--- src/rtl/sevenseg_pkg.sv ---
// Shared constants and types for the multiplexed 7-segment display driver.
// Segment patterns are {a,b,c,d,e,f,g}, active-low.
package sevenseg_pkg;

    localparam logic [6:0] SEG_BLANK = 7'h7F;
    localparam logic [6:0] SEG_MINUS = 7'h7E;

    typedef enum logic {
        LIT  = 1'b0,
        DEAD = 1'b1
    } scan_state_e;

    // Phase counter must hold the longer of the lit and dead phases (at least 1 bit).
    function automatic int cnt_width(input int digit_cycles, input int dead_cycles);
        int m;
        m = (digit_cycles > dead_cycles) ? digit_cycles : dead_cycles;
        if (m < 2) begin
            m = 2;
        end
        return $clog2(m);
    endfunction

endpackage

--- src/rtl/sevenseg_encode.sv ---
// BCD digit to active-low segment pattern, with blank and minus overrides.
// Blank beats minus; non-decimal codes render as an unlit digit.
module sevenseg_encode
    import sevenseg_pkg::*;
(
    input  logic [3:0] i_val,
    input  logic       i_minus,
    input  logic       i_blank,
    output logic [6:0] o_seg
);

    logic [6:0] w_seg;

    always_comb begin
        w_seg = SEG_BLANK;
        if (i_blank) begin
            w_seg = SEG_BLANK;
        end else if (i_minus) begin
            w_seg = SEG_MINUS;
        end else begin
            case (i_val)
                4'd0:    w_seg = 7'h01;
                4'd1:    w_seg = 7'h4F;
                4'd2:    w_seg = 7'h12;
                4'd3:    w_seg = 7'h06;
                4'd4:    w_seg = 7'h4C;
                4'd5:    w_seg = 7'h24;
                4'd6:    w_seg = 7'h20;
                4'd7:    w_seg = 7'h0F;
                4'd8:    w_seg = 7'h00;
                4'd9:    w_seg = 7'h04;
                default: w_seg = SEG_BLANK;
            endcase
        end
    end

    assign o_seg = w_seg;

endmodule

--- src/rtl/sevenseg_scan_mux.sv ---
// Time-multiplexed common-anode display scanner with tear-free frame loading
// and an all-anodes-off dead phase between digits to suppress ghosting.
module sevenseg_scan_mux
    import sevenseg_pkg::*;
#(
    parameter int NUM_DIGITS   = 4,
    parameter int DIGIT_CYCLES = 50000,
    parameter int DEAD_CYCLES  = 500
) (
    input  logic                    clk,
    input  logic                    rst_n,
    input  logic                    load,
    input  logic [4*NUM_DIGITS-1:0] digit_val,
    input  logic [NUM_DIGITS-1:0]   digit_minus,
    input  logic [NUM_DIGITS-1:0]   digit_blank,
    output logic [NUM_DIGITS-1:0]   an,
    output logic [6:0]              seg,
    output logic                    frame_done,
    output logic                    pending
);

    localparam int CNT_W    = cnt_width(DIGIT_CYCLES, DEAD_CYCLES);
    localparam int IDX_W    = $clog2(NUM_DIGITS);
    localparam int DEAD_LEN = (DEAD_CYCLES > 0) ? DEAD_CYCLES : 1;

    localparam logic [CNT_W-1:0] LIT_LAST  = CNT_W'(DIGIT_CYCLES - 1);
    localparam logic [CNT_W-1:0] DEAD_LAST = CNT_W'(DEAD_LEN - 1);
    localparam logic [IDX_W-1:0] IDX_LAST  = IDX_W'(NUM_DIGITS - 1);

    scan_state_e             r_state;
    scan_state_e             w_state_next;
    logic [IDX_W-1:0]        r_idx;
    logic [IDX_W-1:0]        w_idx_next;
    logic [IDX_W-1:0]        w_idx_inc;
    logic [CNT_W-1:0]        r_cnt;
    logic [CNT_W-1:0]        w_cnt_next;
    logic                    w_wrap;

    logic [4*NUM_DIGITS-1:0] r_pend_val;
    logic [NUM_DIGITS-1:0]   r_pend_minus;
    logic [NUM_DIGITS-1:0]   r_pend_blank;
    logic                    r_pending;
    logic [4*NUM_DIGITS-1:0] r_act_val;
    logic [NUM_DIGITS-1:0]   r_act_minus;
    logic [NUM_DIGITS-1:0]   r_act_blank;

    logic [3:0]              w_val_arr [NUM_DIGITS];
    logic [NUM_DIGITS-1:0]   w_an_lit;
    logic [3:0]              w_sel_val;
    logic                    w_sel_minus;
    logic                    w_sel_blank;
    logic [6:0]              w_enc_seg;

    logic [NUM_DIGITS-1:0]   w_an_next;
    logic [6:0]              w_seg_next;
    logic [NUM_DIGITS-1:0]   r_an;
    logic [6:0]              r_seg;

    genvar gi;
    generate
        for (gi = 0; gi < NUM_DIGITS; gi++) begin : g_digit
            assign w_val_arr[gi] = r_act_val[4*gi +: 4];
            assign w_an_lit[gi]  = (r_idx != IDX_W'(gi));
        end
    endgenerate

    assign w_sel_val   = w_val_arr[r_idx];
    assign w_sel_minus = r_act_minus[r_idx];
    assign w_sel_blank = r_act_blank[r_idx];
    assign w_idx_inc   = (r_idx == IDX_LAST) ? '0 : r_idx + 1'b1;

    sevenseg_encode u_encode (
        .i_val   (w_sel_val),
        .i_minus (w_sel_minus),
        .i_blank (w_sel_blank),
        .o_seg   (w_enc_seg)
    );

    always_ff @(posedge clk) begin
        if (!rst_n) begin
            r_state <= DEAD;
            r_idx   <= IDX_LAST;
            r_cnt   <= '0;
        end else begin
            r_state <= w_state_next;
            r_idx   <= w_idx_next;
            r_cnt   <= w_cnt_next;
        end
    end

    // A DEAD phase always lasts at least one cycle so the post-reset entry works without a dead time.
    always_comb begin
        w_state_next = r_state;
        w_idx_next   = r_idx;
        w_cnt_next   = r_cnt + 1'b1;
        w_wrap       = 1'b0;
        case (r_state)
            LIT: begin
                if (r_cnt == LIT_LAST) begin
                    w_cnt_next = '0;
                    if (DEAD_CYCLES == 0) begin
                        w_idx_next = w_idx_inc;
                        w_wrap     = (r_idx == IDX_LAST);
                    end else begin
                        w_state_next = DEAD;
                    end
                end
            end
            DEAD: begin
                if (r_cnt == DEAD_LAST) begin
                    w_cnt_next   = '0;
                    w_state_next = LIT;
                    w_idx_next   = w_idx_inc;
                    w_wrap       = (r_idx == IDX_LAST);
                end
            end
            default: begin
                w_state_next = DEAD;
                w_cnt_next   = '0;
            end
        endcase
    end

    always_comb begin
        w_an_next  = '1;
        w_seg_next = SEG_BLANK;
        if (r_state == LIT) begin
            w_an_next  = w_an_lit;
            w_seg_next = w_enc_seg;
        end
    end

    always_ff @(posedge clk) begin
        if (!rst_n) begin
            r_an  <= '1;
            r_seg <= SEG_BLANK;
        end else begin
            r_an  <= w_an_next;
            r_seg <= w_seg_next;
        end
    end

    // A load landing on the boundary goes straight to the active buffer.
    always_ff @(posedge clk) begin
        if (!rst_n) begin
            r_pend_val   <= '0;
            r_pend_minus <= '0;
            r_pend_blank <= '0;
            r_pending    <= 1'b0;
            r_act_val    <= '0;
            r_act_minus  <= '0;
            r_act_blank  <= '1;
        end else if (w_wrap) begin
            if (load) begin
                r_act_val   <= digit_val;
                r_act_minus <= digit_minus;
                r_act_blank <= digit_blank;
            end else if (r_pending) begin
                r_act_val   <= r_pend_val;
                r_act_minus <= r_pend_minus;
                r_act_blank <= r_pend_blank;
            end
            r_pending <= 1'b0;
        end else if (load) begin
            r_pend_val   <= digit_val;
            r_pend_minus <= digit_minus;
            r_pend_blank <= digit_blank;
            r_pending    <= 1'b1;
        end
    end

    assign an      = r_an;
    assign seg     = r_seg;
    assign pending = r_pending;
    // Held reset parks the scanner on a boundary when DEAD_CYCLES is 0; keep the pulse quiet then.
    assign frame_done = w_wrap & rst_n;

endmodule

--- config.mk ---
export PLATFORM = sky130hd
export DESIGN_NAME = sevenseg_scan_mux
export DESIGN_NICKNAME = d
export VERILOG_FILES = /design/src/rtl/sevenseg_pkg.sv /design/src/rtl/sevenseg_encode.sv /design/src/rtl/sevenseg_scan_mux.sv
export SDC_FILE = /design/constraint.sdc
export NUM_CORES = 1
export LEC_CHECK = 0
export BUFFER_PORTS_ARGS = -buffer_cell sky130_fd_sc_hd__buf_2
export CORE_ASPECT_RATIO = 2
export CORE_UTILIZATION = 57
export CTS_CLUSTER_DIAMETER = 60
export DETAILED_ROUTE_END_ITERATION = 8
export PLACE_DENSITY = 0.8
export SLEW_MARGIN = 10
export SYNTH_ARGS = -nofsm -noshare
export SYNTH_HDL_FRONTEND = slang
export SYNTH_HIERARCHICAL = 1
export SYNTH_SLANG_ARGS = --single-unit
--- constraint.sdc ---
create_clock -name clk -period 4.23 [get_ports clk]
set_input_delay 0.846 -clock clk [delete_from_list [all_inputs] [get_ports clk]]
set_output_delay 0.846 -clock clk [all_outputs]
set_load 0.01 [all_outputs]
* Word-level counts from Yosys, hierarchy flattened
Memory sizes are Yosys's and may differ from the RTL's. Cells that the tools add are included.
Operators by class: multiplexer cells 23, add/sub/neg operators 2, eq/ne operators 6, bitwise logic cells 5, magnitude comparators 2, reduce and logical (&&, ||, !) cells 9
Operator list (number):
- $mux 16 | 4
- $pmux 16 s2 | 1
- $mux 4 | 6
- $add 16x1->16 const B | 1
- $eq 16x16->1 const B | 1
- $eq 16x9->1 const B | 1
- $bmux 4 s2 | 1
- $mux 1 | 7
- $reduce_and 2->1 | 3
- $bmux 1 s2 | 2
- $ne 2x2->1 const B | 2
- $reduce_bool 2->1 | 2
- $reduce_or 2->1 | 2
- $reduce_or 4->1 | 1
- $ge 3x3->1 const B | 1
- $lt 2x3->1 const B | 1
- $not 1->1 | 3
- $not 2->3 | 1
- $reduce_or 3->1 | 1
- $add 2x1->2 const B | 1
- $eq 2x2->1 const B | 1
- $mux 2 | 1
- $ne 2x1->1 const B | 1
- $pmux 1 s2 | 1
- $and 1x1->1 | 1
Word-level totals: input port bits 27, memories kept 1, register bits after elaboration 79, bits in read-only memories 112, logic and storage cells 61
Memory list:
- (no name shown) | words 16, width 7, read ports 1, clocked after Yosys merged registers in 0, wr ports 0, line sevenseg_encode.sv:21 | case (i_val)

* Logic depth before layout (Yosys ltp)
An unclocked memory read counts as a cell.
depth in word-level cells 6, mapped depth 8

* Hierarchy
The synthesis kept the hierarchy.
Modules (own cells, without submodules):
- sevenseg_scan_mux | times used 1, area each 3956.3 um^2, cells an instance 452
- sevenseg_encode | times used 1, area each 241.5 um^2, cells an instance 32

* Worst setup path before layout
No wires, ideal clock.
path kind input port to output port, start input rst_n, end output frame_done, stages on the path 3, data arrival time 1.612 ns, buffers on the path 2, slack 1.772 ns, path through clkbuf_1 -> clkbuf_1 -> and3_1
On the way: longest elaborated chain between the ends 1
Ends and longest elaborated chain:
- from (decl) | line sevenseg_scan_mux.sv:11 | input logic rst_n,
- $and 1x1->1 | line sevenseg_scan_mux.sv:176 | assign frame_done = w_wrap & rst_n;
- to (decl) | line sevenseg_scan_mux.sv:18 | output logic frame_done,
No other way between the ends.

* Worst setup path in the final report
start register r_cnt[0], end output frame_done
On the way: longest elaborated chain between the ends 4
Ends and longest elaborated chain:
- from (decl) | line sevenseg_scan_mux.sv:35 | logic [CNT_W-1:0] r_cnt;
- from (signal assigned) | line sevenseg_scan_mux.sv:87 | r_cnt <= w_cnt_next;
- $eq 16x9->1 | line sevenseg_scan_mux.sv:110 | if (r_cnt == DEAD_LAST) begin
- $mux 1 | line sevenseg_scan_mux.sv:110
- $mux 1 | line sevenseg_scan_mux.sv:97 | case (r_state)
- $and 1x1->1 | line sevenseg_scan_mux.sv:176
No other way between the ends.

==> metrics.md <==
| Metric | Value |
|---|---|
| ANT nets after route | `0` |
| CTS tree | `built` |
| Grt total ovfl | `0` |
| DRT iter0 DRCs | `between 150 and 200` |
| Mapped Nets | `521` |
| Yosys cell types | `45` |
| Final clock skew | `roughly 0.0057 ns` |
| Mapped Avg Cell Area | `slightly below 9 sq um` |
| R2R depth | `5` |
| Placement Rows | `43` |
| Status | `finished clean` |
| Pleak | `between 1.5 and 2 nW` |
| RR Startpoint | `r_cnt[0]$_SDFF_PN0_` |
| Setup crit end kind | `output pin` |
| Total GRT Usage | `25.80%` |
| Clk Tree Root Cell | `clkbuf_16` |
| Dominant synthesized flop cell | `dfxtp_1` |
| CTS clk-pin slew, worst paths | `about 0.060 ns` |
| Crit path from | `r_cnt[0]$_SDFF_PN0_` |
| Most frequent cells in the layout | `nand4_1 (92), dfxtp_1 (79), buf_2 (38)` |
| Vias per cell | `6.284` |
| NumNets Final | `approximately 520` |
| Worst setup margin | `roughly 1.2 ns` |
| Yosys warning total | `6` |
| Port Buffer Count | `39` |
| P&R area growth vs syn | `10.82%` |
| Endpoints failing setup | `0` |
| DPL Wire Length | `between 5000 and 6000 um` |
| Die X | `between 60 and 70 um` |
| Placed cell area | `about 0.0043 sq mm` |
| Final Util | `66.00%` |
| Reg2reg setup slack | `approximately 1.4 ns` |
| Post-synthesis sequential area ratio | `a little under two fifths` |
| Clk_lat worst skew | `roughly 0.34 ns` |
| Non-Filler Instances | `~580` |
| Slew Limit Fails | `0` |
| GPL Wtd Cong | `between 0.8 and 0.9` |
| Post-CTS resize count | `0` |
| Drt wl/cell | `16.07 um` |
| WL final | `9353 um` |
| Worst hold path startpoint | `r_act_val[4]$_SDFFE_PN0P_` |
| Req. time, crit path | `approximately 3.4 ns` |
| Critical path endpoint | `frame_done` |
| Worst Hold Class | `flip-flop to flip-flop` |
| DR vias | `3657` |
| Crit-path cells | `ha_1 -> or4b_1 -> nor4_1 -> and3_1 -> buf_2` |
| Post-route cell area | `about 0.0047 sq mm` |
| Async set-reset flop share out of synthesis | `0%` |
| Dpl cells | `about 570` |
| Pin count of the biggest net entering global routing | `between 90 and 100` |
| Yosys reg bits | `79` |
| Commonest non-fill, non-tap cell in the layout | `nand4_1` |
| VDD IR max | `~0.00023 V` |
| Postcts setup bufs | `0` |
| Starting Density | `59.56%` |
| # fillers | `595` |
| CTS Buf Count | `9` |
| Number of enable flip-flop cells after synthesis | `0` |
| Hold Buf Count CTS | `0` |
| CP arrival | `about 2.2 ns` |
| Die ar. | `between 0.007 and 0.008 sq mm` |
| Setup repair after global routing missed its margin | `false` |
| Max cap viols | `0` |
| Antenna Cells | `0` |
| Final hold viol count | `0` |
| Antenna violations before repair | `0` |
| Hold path cells | `2` |
| H-tree levels | `3` |
| Slowest CP cell | `or4b_1` |
| Place WS | `1.422 ns` |
| Critical R2R Capture | `r_idx[0]$_SDFFE_PN1P_` |
| Final Cycle Share | `between 70 and 80%` |
| First-pass GRT wire length | `15710 um` |
| Clock sink total | `79` |
| Worst Setup Start Kind | `flip-flop` |
| Slew at the pin closest to its max-slew limit | `0.9541 ns` |
| F_max | `between 300 and 400 MHz` |
| Max incr delay on CP | `0.58 ns` |
| Slew margin rel. | `between 30% and 40%` |
| Setup TNS | `0 ns` |
| CTS max path bufs | `2` |
| Core box area | `between 0.007 and 0.008 sq mm` |
| Critical path class | `flip-flop to output pin` |
| Synth Instances | `roughly 480` |
| Crit path max fanout | `5` |
| TritonRoute pass-1 iters | `4` |
| PwrDens | `368.6 mW/mm^2` |
| Mapped Area | `0.004198 sq mm` |
| Tmin final | `between 3 and 4 ns` |
| Die Ht | `123.4 um` |
| Vias in the first global route | `3449` |
| Fraction of layout cells with a size suffix above 1 | `about a fifth` |
| DR DRC count | `0` |
| I/O pins | `40` |
-- synth_stat cells, drive strengths merged (2+ instances only) --
cell type	instances	share of area [%]
nor2b	7	1.0
and4	2	0.42
buf	17	2.1
xor2	6	1.3
nand3	31	3.7
or4bb	2	0.54
dfxtp	79	38
nor3	3	0.63
nand2	33	3.0
mux4	6	3.2
a31oi	4	0.60
o21bai	2	0.72
inv	6	0.54
ha	10	3.0
a21oi	12	1.4
clkbuf	36	3.2
o21ai	28	3.3
nor2	21	1.9
xnor2	9	1.9
nand2b	12	2.0
nor4	6	1.3
mux2	20	5.4
nand4	92	14
nand3b	20	3.6
a32oi	4	0.83
or4	3	0.63
o211ai	3	0.66
o21a	3	0.54
-- power by group --
part / switching [W] / internal (W)
combinational: 0.0000630 / 0.0000439
clock: 0.000304 / 0.000530
sequential: 0.0000123 / 0.000761
-- flip-flops by register name, indices dropped and copies added (netlist names) --
register / count
r_act_val: 16
r_pend_minus: 4
an: 4
r_idx: 2
r_act_minus: 4
r_pend_blank: 4
seg: 7
r_cnt: 16
r_state: 1
pending: 1
r_act_blank: 4
r_pend_val: 16
-- worst max-delay path, delay by kind of cell, from the launching register on --
| kind | cells | cell delay, ns |
|---|---|---|
| fa+ha+maj | 1 | 0.22 |
| flops | 1 | 0.38 |
| simple gates | 3 | 1.09 |
| buf+inv | 1 | 0.13 |
-- worst min path at each step --
stage | endpoint | slack [ns]
finish | r_act_val[4]$_SDFFE_PN0P_ | 0.45
global route | r_act_val[11]$_SDFFE_PN0P_ | 0.47
detailed placement | r_act_val[11]$_SDFFE_PN0P_ | 0.44
floorplan | r_act_minus[2]$_SDFFE_PN0P_ | 0.43
global placement | r_act_val[0]$_SDFFE_PN0P_ | 0.44
CTS | r_act_val[11]$_SDFFE_PN0P_ | 0.45
-- per-layer routing --
layer,up-vias,GRT usage (%),wire length (um)
met5,-,0,0
met4,0,11.92,146
met3,9,3.875,255
met2,69,46.60,5120
met1,1774,29.50,3831
li1,1805,-,-
-- cell families (layout without fill, tap and decap cells) --
logic type,count (synthesis),after routing,synth area share (%)
buffers and inverters,59,67,5.872
and+or+nand+nor,236,236,32.97
DFF,79,79,37.68
AOI/OAI and AO/OA,59,59,8.793
muxes,26,26,8.584
xor gates and xnor gates,15,15,3.130
adders and majority gates,10,10,2.981
-- cell type report --
cell class	count	area (sq um)	area share, %
clock buffer	10	239.0	5.137
clock inverter	6	83.83	1.802
inverter	6	22.52	0.4841
multi-input combinational	346	2370	50.94
sequential	79	1582	34.00
tap	90	112.6	2.421
timing repair buffer	45	242.7	5.218
-- per-stage QoR --
stage          power (W)  hold slack (ns)
2_1_floorplan  0.0008630           0.4252
3_3_place_gp   0.0008895           0.4355
3_5_place_dp   0.0008945           0.4450
4_1_cts         0.001720           0.4533
5_1_grt         0.001765           0.4712
6_report        0.001715           0.4535
Note: power is estimated with default switching activity, not from simulation.
